<file path="src/rtl/count_ctrl.sv">
// rtl/count_ctrl.sv - start/stop/hold counter with one-shot and auto-reload modes
module count_ctrl #(
  parameter int WIDTH = 4
) (
  input  logic             ck,
  input  logic             res,
  input  logic             start,
  input  logic             stop,
  input  logic             mode,
  input  logic [WIDTH-1:0] limit,
  output logic [WIDTH-1:0] q,
  output logic             busy,
  output logic             done,
  output logic [1:0]       st
);

  typedef enum logic [1:0] {
    IDLE = 2'b00,
    RUN  = 2'b01,
    HOLD = 2'b10,
    DONE = 2'b11
  } state_t;

  state_t           state;
  logic [WIDTH-1:0] lim_r;
  logic             go;

  // A start only counts when stop is low; stop wins every tie.
  assign go = start & ~stop;
  assign st = state;

  // Single state machine: state, count, captured limit and registered flags.
  always_ff @(posedge ck) begin
    if (res) begin
      state <= IDLE;
      q     <= '0;
      lim_r <= '0;
      done  <= 1'b0;
      busy  <= 1'b0;
    end else begin
      done <= 1'b0;
      case (state)
        IDLE: begin
          q <= '0;
          if (go) begin
            lim_r <= limit;
            if (limit == '0) begin
              // Zero terminal count finishes immediately.
              state <= DONE;
              done  <= 1'b1;
              busy  <= 1'b0;
            end else begin
              state <= RUN;
              busy  <= 1'b1;
            end
          end else begin
            busy <= 1'b0;
          end
        end
        RUN: begin
          busy <= 1'b1;
          if (stop) begin
            // Stop freezes the count even on the terminal cycle.
            state <= HOLD;
          end else if (q != lim_r) begin
            q <= q + WIDTH'(1);
          end else begin
            done <= 1'b1;
            if (mode) begin
              q <= '0;
            end else begin
              state <= DONE;
              busy  <= 1'b0;
            end
          end
        end
        HOLD: begin
          if (stop) begin
            state <= IDLE;
            q     <= '0;
            busy  <= 1'b0;
          end else if (start) begin
            // Resume from the frozen count with the original limit.
            state <= RUN;
            busy  <= 1'b1;
          end else begin
            busy <= 1'b1;
          end
        end
        DONE: begin
          if (go) begin
            state <= RUN;
            q     <= '0;
            lim_r <= limit;
            busy  <= 1'b1;
          end else if (stop) begin
            state <= IDLE;
            q     <= '0;
            busy  <= 1'b0;
          end else begin
            busy <= 1'b0;
          end
        end
        default: begin
          state <= IDLE;
          q     <= '0;
          busy  <= 1'b0;
        end
      endcase
    end
  end

endmodule
</file>
<file path="config.mk">
export PLATFORM = sky130hd
export DESIGN_NAME = count_ctrl
export DESIGN_NICKNAME = d
export VERILOG_FILES = /design/src/rtl/count_ctrl.sv
export SDC_FILE = /design/constraint.sdc
export NUM_CORES = 1
export LEC_CHECK = 0
export BUFFER_PORTS_ARGS = -buffer_cell sky130_fd_sc_hd__buf_2
export CAP_MARGIN = 15
export CORE_AREA = 2 2 41 43
export CTS_CLUSTER_DIAMETER = 120
export DETAILED_ROUTE_END_ITERATION = 10
export DIE_AREA = 0 0 43 45
export GPL_TIMING_DRIVEN = 0
export PLACE_DENSITY = 0.85
export SLEW_MARGIN = 25
export SYNTH_ARGS = -nofsm -noshare
export SYNTH_HDL_FRONTEND = slang
export SYNTH_SLANG_ARGS = --single-unit
</file>
<file path="constraint.sdc">
create_clock -name ck -period 1.8 [get_ports ck]
set_input_delay 0.27 -clock ck [delete_from_list [all_inputs] [get_ports ck]]
set_output_delay 0.27 -clock ck [all_outputs]
set_load 0.03 [all_outputs]
</file>
### After elaboration in Yosys (flattened, before gate mapping)

Index checks and enable logic that the tools add are counted.
Widths: inputs -> output; s select.

* latch bits: 0
* input bits: 9
* memory bits (read-only): 0
* memories kept: 0
* register bits: 12
* RAM bits: 0

* divide/modulo/power cells: 0
* muxes and demuxes: 29
* $add $sub $neg: 1
* reduce and logical (&&, ||, !) cells: 6
* bitwise operators: 2
* multipliers: 0
* magnitude comparators: 0
* shifts and indexed selects: 0
* eq/ne operators: 11

Operators by type and width (count)
* $mux 4: 5
* $mux 2: 9
* $pmux 4 s4: 1
* $ne 3x3->1 const B: 5
* $mux 1: 11
* $pmux 2 s4: 1
* $reduce_and 5->1: 1
* $add 4x1->4 const B: 1
* $eq 2x2->1 const B: 2
* $logic_not 4->1: 1
* $ne 2x2->1 const B: 2
* $ne 4x4->1: 1
* $pmux 1 s4: 1
* $reduce_and 2->1: 2
* $eq 2x1->1 const B: 1
* $logic_not 2->1: 1
* $pmux 1 s2: 1
* $reduce_or 2->1: 1
* $and 1x1->1: 1
* $not 1->1: 1

### Logic depth before layout (Yosys ltp)

Gate-level depths: netlist (run 1).

* word-level depth: 4
* mapped depth: 6
* depth with buffers taken out: 6

### Least setup slack after synthesis (run 1)

No wires, ideal clock.

* path kind: register to register
* start: register q[0]
* end: register state[1] (netlist: st[1])
* clock period less this slack: 1.909 ns
* slack: -0.109 ns
* arrival: 1.785 ns
* cell stages (with the launch flop): 6
* library setup time: 0.123 ns
* required time: 1.677 ns
* cell sequence: dfxtp_1 -> xor2_1 -> nor4_4 -> a21oi_2 -> a22oi_2 -> mux2_1

* longest elaborated chain between the ends: 3

RTL lines
* from (decl): RTL line 11 `output logic [WIDTH-1:0] q,`
* from (signal assigned): RTL line 66 `q <= q + WIDTH'(1);`
* $ne 4x4->1: RTL line 65 `end else if (q != lim_r) begin`
* $ne 3x3->1 (no source line)
* $reduce_and 5->1 (no source line)
* to (signal assigned): RTL line 64 `state <= HOLD;`
* to (signal assigned): RTL line 72 `state <= DONE;`
* to (signal assigned): RTL line 79 `state <= IDLE;`
* to (decl): RTL line 24 `state_t state;`

No other way between the ends.
A chain may end at the register's enable or synchronous reset.

### Final worst setup path (run 1)

* start: register q[1]
* end: register state[1] (netlist: st[1])

Same word-level chain as after synthesis.

==> results of run 1 <==
## cell families (layout without fill, tap and decap cells)
kind of cell               Yosys count  in the layout  synth area share [%]
DFF                                 12             12                  32.8
AOI/OAI and AO/OA                   28             28                  27.9
muxes                                2              2                  2.91
buffers and inverters                9             29                  4.62
and+or+nand+nor                     25             25                  18.5
adders and majority gates            5              5                  8.55
xor gates and xnor gates             4              4                  4.79
## where the power goes
group,switching [mW],internal [mW],total (mW)
Combinational,0.207,0.149,0.357
Sequential,0.0261,0.295,0.322
Clock,0.0880,0.123,0.211
## registers in the layout, summed over array words and instances (netlist names)
| register | count |
|---|---|
| busy | 1 |
| st | 2 |
| lim_r | 4 |
| q | 4 |
| done | 1 |
## layout make-up
type                       instances  area (um^2)  area share [%]
sequential                        12          245            27.5
tap                               16         20.0            2.24
buffer                             2         7.51           0.840
inverter                           6         22.5            2.52
clock buffer                       4         36.3            4.06
multi-input combinational         64          472            52.8
timing repair buffer              17         90.1            10.1
## what timing repair did
| item | CTS | global route |
|---|---|---|
| resized for setup | 0 | 2 |
| setup buffers | 2 | 0 |
| hold buffers | 0 | 0 |
| endpoints found under the setup margin | 1 | 3 |
| cloned | 0 | 0 |
| pin swaps | 1 | 2 |
## critical path, delay by kind of cell (launching register included)
kind,cells,cell delay (ns)
AOI/OAI and AO/OA,2,0.35
and+or+nand+nor,1,0.37
DFF,1,0.35
muxes,1,0.33
xor gates and xnor gates,1,0.20
## layer usage
layer | GRT usage [%] | wire [um] | share of wire [%]
met5 | 0 | 0 | 0
met4 | 6.06 | 21 | 1.3
met3 | 8.00 | 108 | 6.5
met2 | 34.5 | 832 | 50
met1 | 23.0 | 711 | 42
## placed cells by master, fill, tap and decap left out, types with 2 or more instances in the layout
| cell type | n |
|---|---|
| sky130_fd_sc_hd__buf_2 | 15 |
| sky130_fd_sc_hd__nor2_1 | 8 |
| sky130_fd_sc_hd__dfxtp_1 | 8 |
| sky130_fd_sc_hd__nand2_1 | 7 |
| sky130_fd_sc_hd__a21oi_1 | 7 |
| sky130_fd_sc_hd__inv_1 | 6 |
| sky130_fd_sc_hd__o21ai_0 | 5 |
| sky130_fd_sc_hd__ha_1 | 5 |
| sky130_fd_sc_hd__xor2_1 | 4 |
| sky130_fd_sc_hd__o21bai_1 | 4 |
| sky130_fd_sc_hd__dfxtp_2 | 4 |
| sky130_fd_sc_hd__clkbuf_4 | 3 |
| sky130_fd_sc_hd__clkbuf_1 | 2 |
| sky130_fd_sc_hd__o211ai_1 | 2 |
| sky130_fd_sc_hd__a32o_1 | 2 |
| sky130_fd_sc_hd__buf_4 | 2 |
## synthesized netlist by cell type
cell,instances,area (um^2)
sky130_fd_sc_hd__o311a_1,1,10.0
sky130_fd_sc_hd__nor3_1,1,5.00
sky130_fd_sc_hd__xor2_1,4,35.0
sky130_fd_sc_hd__clkbuf_1,2,7.51
sky130_fd_sc_hd__a21oi_2,1,8.76
sky130_fd_sc_hd__a32o_1,2,20.0
sky130_fd_sc_hd__mux2_1,1,11.3
sky130_fd_sc_hd__inv_1,6,22.5
sky130_fd_sc_hd__buf_1,1,3.75
sky130_fd_sc_hd__nor2_1,8,30.0
sky130_fd_sc_hd__nand2b_1,2,12.5
sky130_fd_sc_hd__o211ai_1,2,15.0
sky130_fd_sc_hd__dfxtp_1,12,240
sky130_fd_sc_hd__nor3_2,1,10.0
sky130_fd_sc_hd__ha_1,5,62.6
sky130_fd_sc_hd__nand2_1,7,26.3
sky130_fd_sc_hd__a221o_1,1,10.0
sky130_fd_sc_hd__o21a_1,1,7.51
sky130_fd_sc_hd__a32oi_1,1,8.76
sky130_fd_sc_hd__nand3_1,1,5.00
sky130_fd_sc_hd__o21bai_1,4,30.0
sky130_fd_sc_hd__o221a_2,1,11.3
sky130_fd_sc_hd__nor4_1,2,12.5
sky130_fd_sc_hd__a21oi_1,7,35.0
sky130_fd_sc_hd__nor2b_1,1,6.26
sky130_fd_sc_hd__mux2i_1,1,10.0
sky130_fd_sc_hd__a22oi_2,1,12.5
sky130_fd_sc_hd__o21ai_0,5,25.0
sky130_fd_sc_hd__or3_1,1,6.26
sky130_fd_sc_hd__o22a_2,1,10.0
sky130_fd_sc_hd__nor4_4,1,21.3
## through the flow
stage	util (%)	setup WS [ns]	instance area (um^2)	hold slack, ns
after floorplan	-	0.00858	737	0.406
after global routing	60.7	0.0217	893	0.237
after CTS	60.0	0.0791	883	0.234
after detailed placement	56.5	0.0136	832	0.490
final	60.7	0.0760	893	0.248
after global placement	56.5	0.0334	832	0.482
## final timing paths
| path | cells after the start | slack [ns] | end | start |
|---|---|---|---|---|
| max | 5 | 0.08 | st[1]$_SDFFE_PP0P_ | q[1]$_SDFFE_PP0P_ |
| min | 3 | 0.25 | lim_r[2]$_SDFFE_PP0P_ | limit[2] |
| max reg2reg | 5 | 0.08 | st[1]$_SDFFE_PP0P_ | q[1]$_SDFFE_PP0P_ |
| min reg2reg | 2 | 0.50 | lim_r[0]$_SDFFE_PP0P_ | lim_r[0]$_SDFFE_PP0P_ |
==> Implementation_results.wiki, run 1 <==
{| class="wikitable"
! Metric !! Value
|-
| Netlist area before placement || 732 um^2
|-
| Global-route wire length before repair || about 2800 um
|-
| Required time of the worst setup path || around 2.0 ns
|-
| Area Overhead vs Synth || 22.1%
|-
| Total clock buffers created by CTS || 3
|-
| Relative slew slack || a little under two thirds
|-
| Average wire per standard cell || around 14 um
|-
| Sequential fraction of the synthesis area || between 30% and 40%
|-
| Post-detail-place hpwl || ~1200 um
|-
| Critical path class || register to register
|-
| Min-delay worst type || primary input to register
|-
| Vias per Instance || approximately 5.9
|-
| Share of the cycle needed by the critical path after routing || about 96%
|-
| Warnings from Yosys || 0
|-
| CTS clock-pin slew for the worst setup and hold paths || 0.07 ns
|-
| Power density cells || between 900 and 1000 nW/um^2
|-
| Antenna-violating nets left || 0
|-
| Post-Synthesis Cells || 85
|-
| VDD IR-drop max || between 500 and 600 uV
|-
| Count of final max-slew check failures || 0
|-
| Cell leakage power || 0.408 nW
|-
| Slew at the pin closest to its max-slew limit || around 0.54 ns
|-
| Core footprint || ~1500 um^2
|-
| Post-synth net total || 99
|-
| Setup repair after global routing missed its margin || no
|-
| CTS H-tree depth || 1
|-
| Number of antenna repair diodes || 0
|-
| Chip Height || ~45 um
|-
| Final hold violation count || 0
|-
| Total chip power || between 800 and 900 uW
|-
| Fraction of final layout cells sized beyond drive strength 1 || 31.4%
|-
| Global-route usage over all layers || ~20%
|-
| Startpoint kind of the worst setup timing path || register
|-
| Number of global-route vias before repair || 666
|-
| Maximum achievable frequency || between 0.5 and 0.6 GHz
|-
| Final weighted congestion of routability-driven global placement || 0.785
|-
| Total placed cells including tap cells || around 120
|-
| Final sum of negative setup slack || 0 ns
|-
| Total number of clock tree sinks || 12
|-
| Via total after detailed routing || ~710
|-
| Skew-Pair Late Insertion Delay || about 0.27 ns
|-
| Crit-path cells || xor2_1 > nor4_4 > a21oi_2 > a22oi_2 > mux2_1
|-
| Clock tree from TritonCTS || done
|-
| Buffers added on ports || 15
|-
| Result of the run || finished clean
|-
| Cell Count, Final, Fillers Out || between 100 and 150
|-
| Fill cell instance count of the final layout || 147
|-
| Starting density of the core || 49.7%
|-
| Layout Skew || around 0.0025 ns
|-
| Synthesized flop and latch total || 12
|-
| CTS Root Buffer Type || sky130_fd_sc_hd__clkbuf_4
|-
| Num rows || 14
|-
| Max-cap check violation count || 0
|-
| Post-layout min period || 1.72 ns
|-
| Cell variety after synth || 31
|-
| Data arrival time of the critical path || between 1.5 and 2 ns
|-
| Post-layout nets || 120
|-
| Chip Width || between 40 and 50 um
|-
| Final wirelength || 1670 um
|-
| Overflow left after global routing || 0
|-
| Antenna violations before repair || 0
|-
| Largest net degree at the start of global routing || 11
|-
| Number of optimization iterations in the first detailed-route pass || 5
|-
| Final setup viols || 0
|-
| Overall die area || around 1900 um^2
|-
| Category of the worst setup path capture point || register
|-
| Post-detailed-route DRC marker count || 0
|-
| Slowest cell delay on critical path || ~0.37 ns
|-
| Mean Syn Cell Area || approximately 8.6 um^2
|-
| CTS Buffer Depth || 2
|-
| Count of boundary I/O pins || 17
|-
| Top fanout value on the critical path || 6
|-
| Highest-delay cell along the critical path || sky130_fd_sc_hd__nor4_4
|-
| Number of DRC markers after the initial detailed-route iteration || 16
|}
Note: power is estimated with default switching activity, not from simulation.
==> run 2, diff against run 1 <==
--- a/config.mk
+++ b/config.mk
@@ -7,10 +7,10 @@
 export LEC_CHECK = 0
 export BUFFER_PORTS_ARGS = -buffer_cell sky130_fd_sc_hd__buf_2
 export CAP_MARGIN = 15
-export CORE_AREA = 2 2 41 43
+export CORE_AREA = 5 5 44 46
 export CTS_CLUSTER_DIAMETER = 120
 export DETAILED_ROUTE_END_ITERATION = 10
-export DIE_AREA = 0 0 43 45
+export DIE_AREA = 0 0 49 51
 export GPL_TIMING_DRIVEN = 0
 export PLACE_DENSITY = 0.85
 export SLEW_MARGIN = 25
==> run 2 against run 1 <==
Global-route usage shrank 4.9 points. Register-to-register slack gained 0.03 ns. Clock power grew 5%. Worst setup slack gained 0.030 ns. Cell area is 1.5% lower. Hold slack lost 0.016 ns. Power shrank 0.55%. Sequential power about the same. Non-clock buffer count is the same. Via count is 2.5% lower. Critical endpoint unchanged.
==> Implementation_results.wiki, run 2 (synthesized netlist as in run 1, its figures left out) <==
{| class="wikitable"
! Metric !! Value
|-
| Chip Width || 49 um (was 43 um)
|-
| Num rows || 14 (unchanged)
|-
| Final setup margin || 0.106 ns (was 0.0760 ns)
|-
| Overall die area || 2500 um^2 (was 1940 um^2)
|-
| Count of boundary I/O pins || 17 (unchanged)
|-
| Overflow left after global routing || 0 (unchanged)
|-
| Register-to-Register Setup Slack || 0.11 ns (was 0.08 ns)
|-
| Vias per Instance || 5.75 (was 5.90)
|-
| Skew-Pair Late Insertion Delay || 0.28 ns (was 0.27 ns)
|-
| Area Overhead vs Synth || 20.2% (was 22.1%)
|-
| Startpoint kind of the worst setup timing path || register (unchanged)
|-
| Power density cells || 1010 nW/um^2 (was 995 nW/um^2)
|-
| Total clock buffers created by CTS || 3 (unchanged)
|-
| Via total after detailed routing || 696 (was 714)
|-
| Number of global-route vias before repair || 689 (was 666)
|-
| Category of the worst setup path capture point || register (unchanged)
|-
| Starting density of the core || 49.7% (unchanged)
|-
| Layout Skew || 0.00282 ns (was 0.00247 ns)
|-
| Fraction of the core area covered by cells at the end of the flow || 59.8% (was 60.7%)
|-
| Worst setup path endpoint || st[1]$_SDFFE_PP0P_ (unchanged)
|-
| Worst r2r path cells || 5 (unchanged)
|-
| Worst hold slack || 0.232 ns (was 0.248 ns)
|-
| Share of total power in sequential cells || 36.2% (about the same)
|-
| Final wirelength || 1630 um (was 1670 um)
|-
| Average wire per standard cell || 13.5 um (was 13.8 um)
|-
| CTS Buffer Depth || 2 (unchanged)
|-
| Post-layout min period || 1.69 ns (was 1.72 ns)
|-
| Number of antenna repair diodes || 0 (unchanged)
|-
| Global-route wire length before repair || 2930 um (was 2820 um)
|-
| Final weighted congestion of routability-driven global placement || 0.802 (was 0.785)
|-
| Relative slew slack || 63.5% (about the same)
|-
| Global-route usage over all layers || 15.1% (was 20.0%)
|-
| Maximum achievable frequency || 0.590 GHz (was 0.580 GHz)
|-
| Critical path class || register to register (unchanged)
|-
| Number of DRC markers after the initial detailed-route iteration || 10 (was 16)
|-
| Final sum of negative setup slack || 0 ns (unchanged)
|-
| Share of the cycle needed by the critical path after routing || 94.1% (was 95.8%)
|-
| Proportion of power drawn by the clock network || 25.1% (was 23.7%)
|-
| Cell Count, Final, Fillers Out || 121 (unchanged)
|-
| CTS H-tree depth || 1 (unchanged)
|-
| Power share of the combinational group || 38.7% (was 40.1%)
|-
| Cell area after placement || 832 um^2 (unchanged)
|-
| Final hold violation count || 0 (unchanged)
|-
| Cell leakage power || 0.400 nW (was 0.408 nW)
|-
| Commonest cells after routing, fill and taps aside || sky130_fd_sc_hd__buf_2, sky130_fd_sc_hd__nor2_1, sky130_fd_sc_hd__dfxtp_1 (unchanged)
|-
| Min-delay worst type || primary input to register (unchanged)
|-
| Data arrival time of the critical path || 1.87 ns (was 1.88 ns)
|-
| Top fanout value on the critical path || 6 (unchanged)
|-
| Slew at the pin closest to its max-slew limit || 0.542 ns (about the same)
|-
| Worst setup timing slack at the placement stage || -0.0234 ns (was 0.0136 ns)
|-
| Setup repair after global routing missed its margin || no (unchanged)
|-
| Switching portion of total power || 36.6% (was 36.1%)
|-
| Core footprint || 1470 um^2 (unchanged)
|-
| Required time of the worst setup path || 1.97 ns (was 1.96 ns)
|-
| Critical register-to-register path endpoint || st[1]$_SDFFE_PP0P_ (unchanged)
|-
| CTS Root Buffer Type || sky130_fd_sc_hd__clkbuf_4 (unchanged)
|-
| Launching point of the worst reg2reg path || q[0]$_SDFFE_PP0P_ (was q[1]$_SDFFE_PP0P_)
|-
| Final setup viols || 0 (unchanged)
|-
| VDD IR-drop max || 535 uV (was 575 uV)
|-
| Final instance area || 880 um^2 (was 893 um^2)
|-
| Antenna violations before repair || 0 (unchanged)
|-
| Result of the run || finished clean (unchanged)
|-
| Fill cell instance count of the final layout || 137 (was 147)
|-
| Internal || 560 uW (was 568 uW)
|-
| CTS clock-pin slew for the worst setup and hold paths || 0.08 ns (was 0.07 ns)
|-
| Post-detailed-route DRC marker count || 0 (unchanged)
|-
| Buffers added on ports || 15 (unchanged)
|-
| Largest net degree at the start of global routing || 11 (unchanged)
|-
| Total placed cells including tap cells || 116 (unchanged)
|-
| Post-detail-place hpwl || 1220 um (was 1160 um)
|-
| Fraction of final layout cells sized beyond drive strength 1 || 29.5% (was 31.4%)
|-
| Beginning of the critical path || q[0]$_SDFFE_PP0P_ (was q[1]$_SDFFE_PP0P_)
|-
| Power dissipated by switching net loads || 324 uW (was 321 uW)
|-
| Number of optimization iterations in the first detailed-route pass || 2 (was 5)
|-
| Chip Height || 51 um (was 45 um)
|-
| Most common library cell in the layout ignoring fill and taps || sky130_fd_sc_hd__buf_2 (unchanged)
|-
| Count of final max-slew check failures || 0 (unchanged)
|-
| Antenna-violating nets left || 0 (unchanged)
|-
| Max-cap check violation count || 0 (unchanged)
|-
| Clock tree from TritonCTS || done (unchanged)
|-
| Post-layout nets || 120 (unchanged)
|-
| Total chip power || 884 uW (was 889 uW)
|-
| Total number of clock tree sinks || 12 (unchanged)
|}
-- run 2: area by class of cell --
cell class                      instances  area [um^2]  area share, %
Timing Repair Buffer                   17         90.1           10.2
Tap cell                               16         20.0           2.28
Sequential cell                        12          245           27.9
Inverter                                6         22.5           2.56
Buffer                                  2         7.51          0.853
Clock buffer                            4         36.3           4.13
Multi-Input combinational cell         64          458           52.1
-- run 2: worst max-delay path, stage by stage (launching register included) --
cell and delay [ns]:
sky130_fd_sc_hd__dfxtp_2 0.35, sky130_fd_sc_hd__xor2_1 0.17, sky130_fd_sc_hd__nor4_4 0.32, sky130_fd_sc_hd__a21oi_2 0.14
sky130_fd_sc_hd__a22oi_2 0.25, sky130_fd_sc_hd__mux2_1 0.35
-- run 2: worst min-delay path by stage --
stage	startpoint	end	slack [ns]	cells after the start
floorplan	limit[0]	lim_r[0]$_SDFFE_PP0P_	0.41	2
global placement	lim_r[3]$_SDFFE_PP0P_	lim_r[3]$_SDFFE_PP0P_	0.48	2
detailed placement	lim_r[0]$_SDFFE_PP0P_	lim_r[0]$_SDFFE_PP0P_	0.49	2
CTS	limit[2]	lim_r[2]$_SDFFE_PP0P_	0.22	3
global route	limit[2]	lim_r[2]$_SDFFE_PP0P_	0.22	3
finish	limit[2]	lim_r[2]$_SDFFE_PP0P_	0.23	3
-- run 2: power by group through the flow --
stage	Clock, mW	Combinational [mW]	Sequential [mW]
after floorplan	0	0.199	0.364
after global placement	0	0.301	0.326
after detailed placement	0	0.310	0.327
after CTS	0.226	0.334	0.321
after global routing	0.245	0.371	0.324
final	0.222	0.342	0.320
-- run 2: what timing repair did --
| item | CTS | global route |
|---|---|---|
| pin swaps | 1 | 1 |
| buffers inserted | 2 | 0 |
| setup endpoints to repair | 1 | 1 |
| hold buffers | 0 | 0 |
| gates resized for setup | 0 | 0 |
-- run 2: per-layer routing --
layer	vias up	share of wire, %	global-route usage (%)
met1	323	43	17.6
met2	19	47	22.8
met4	0	4.1	13.5
met5	-	0	0
met3	7	5.3	4.07
li1	347	-	-
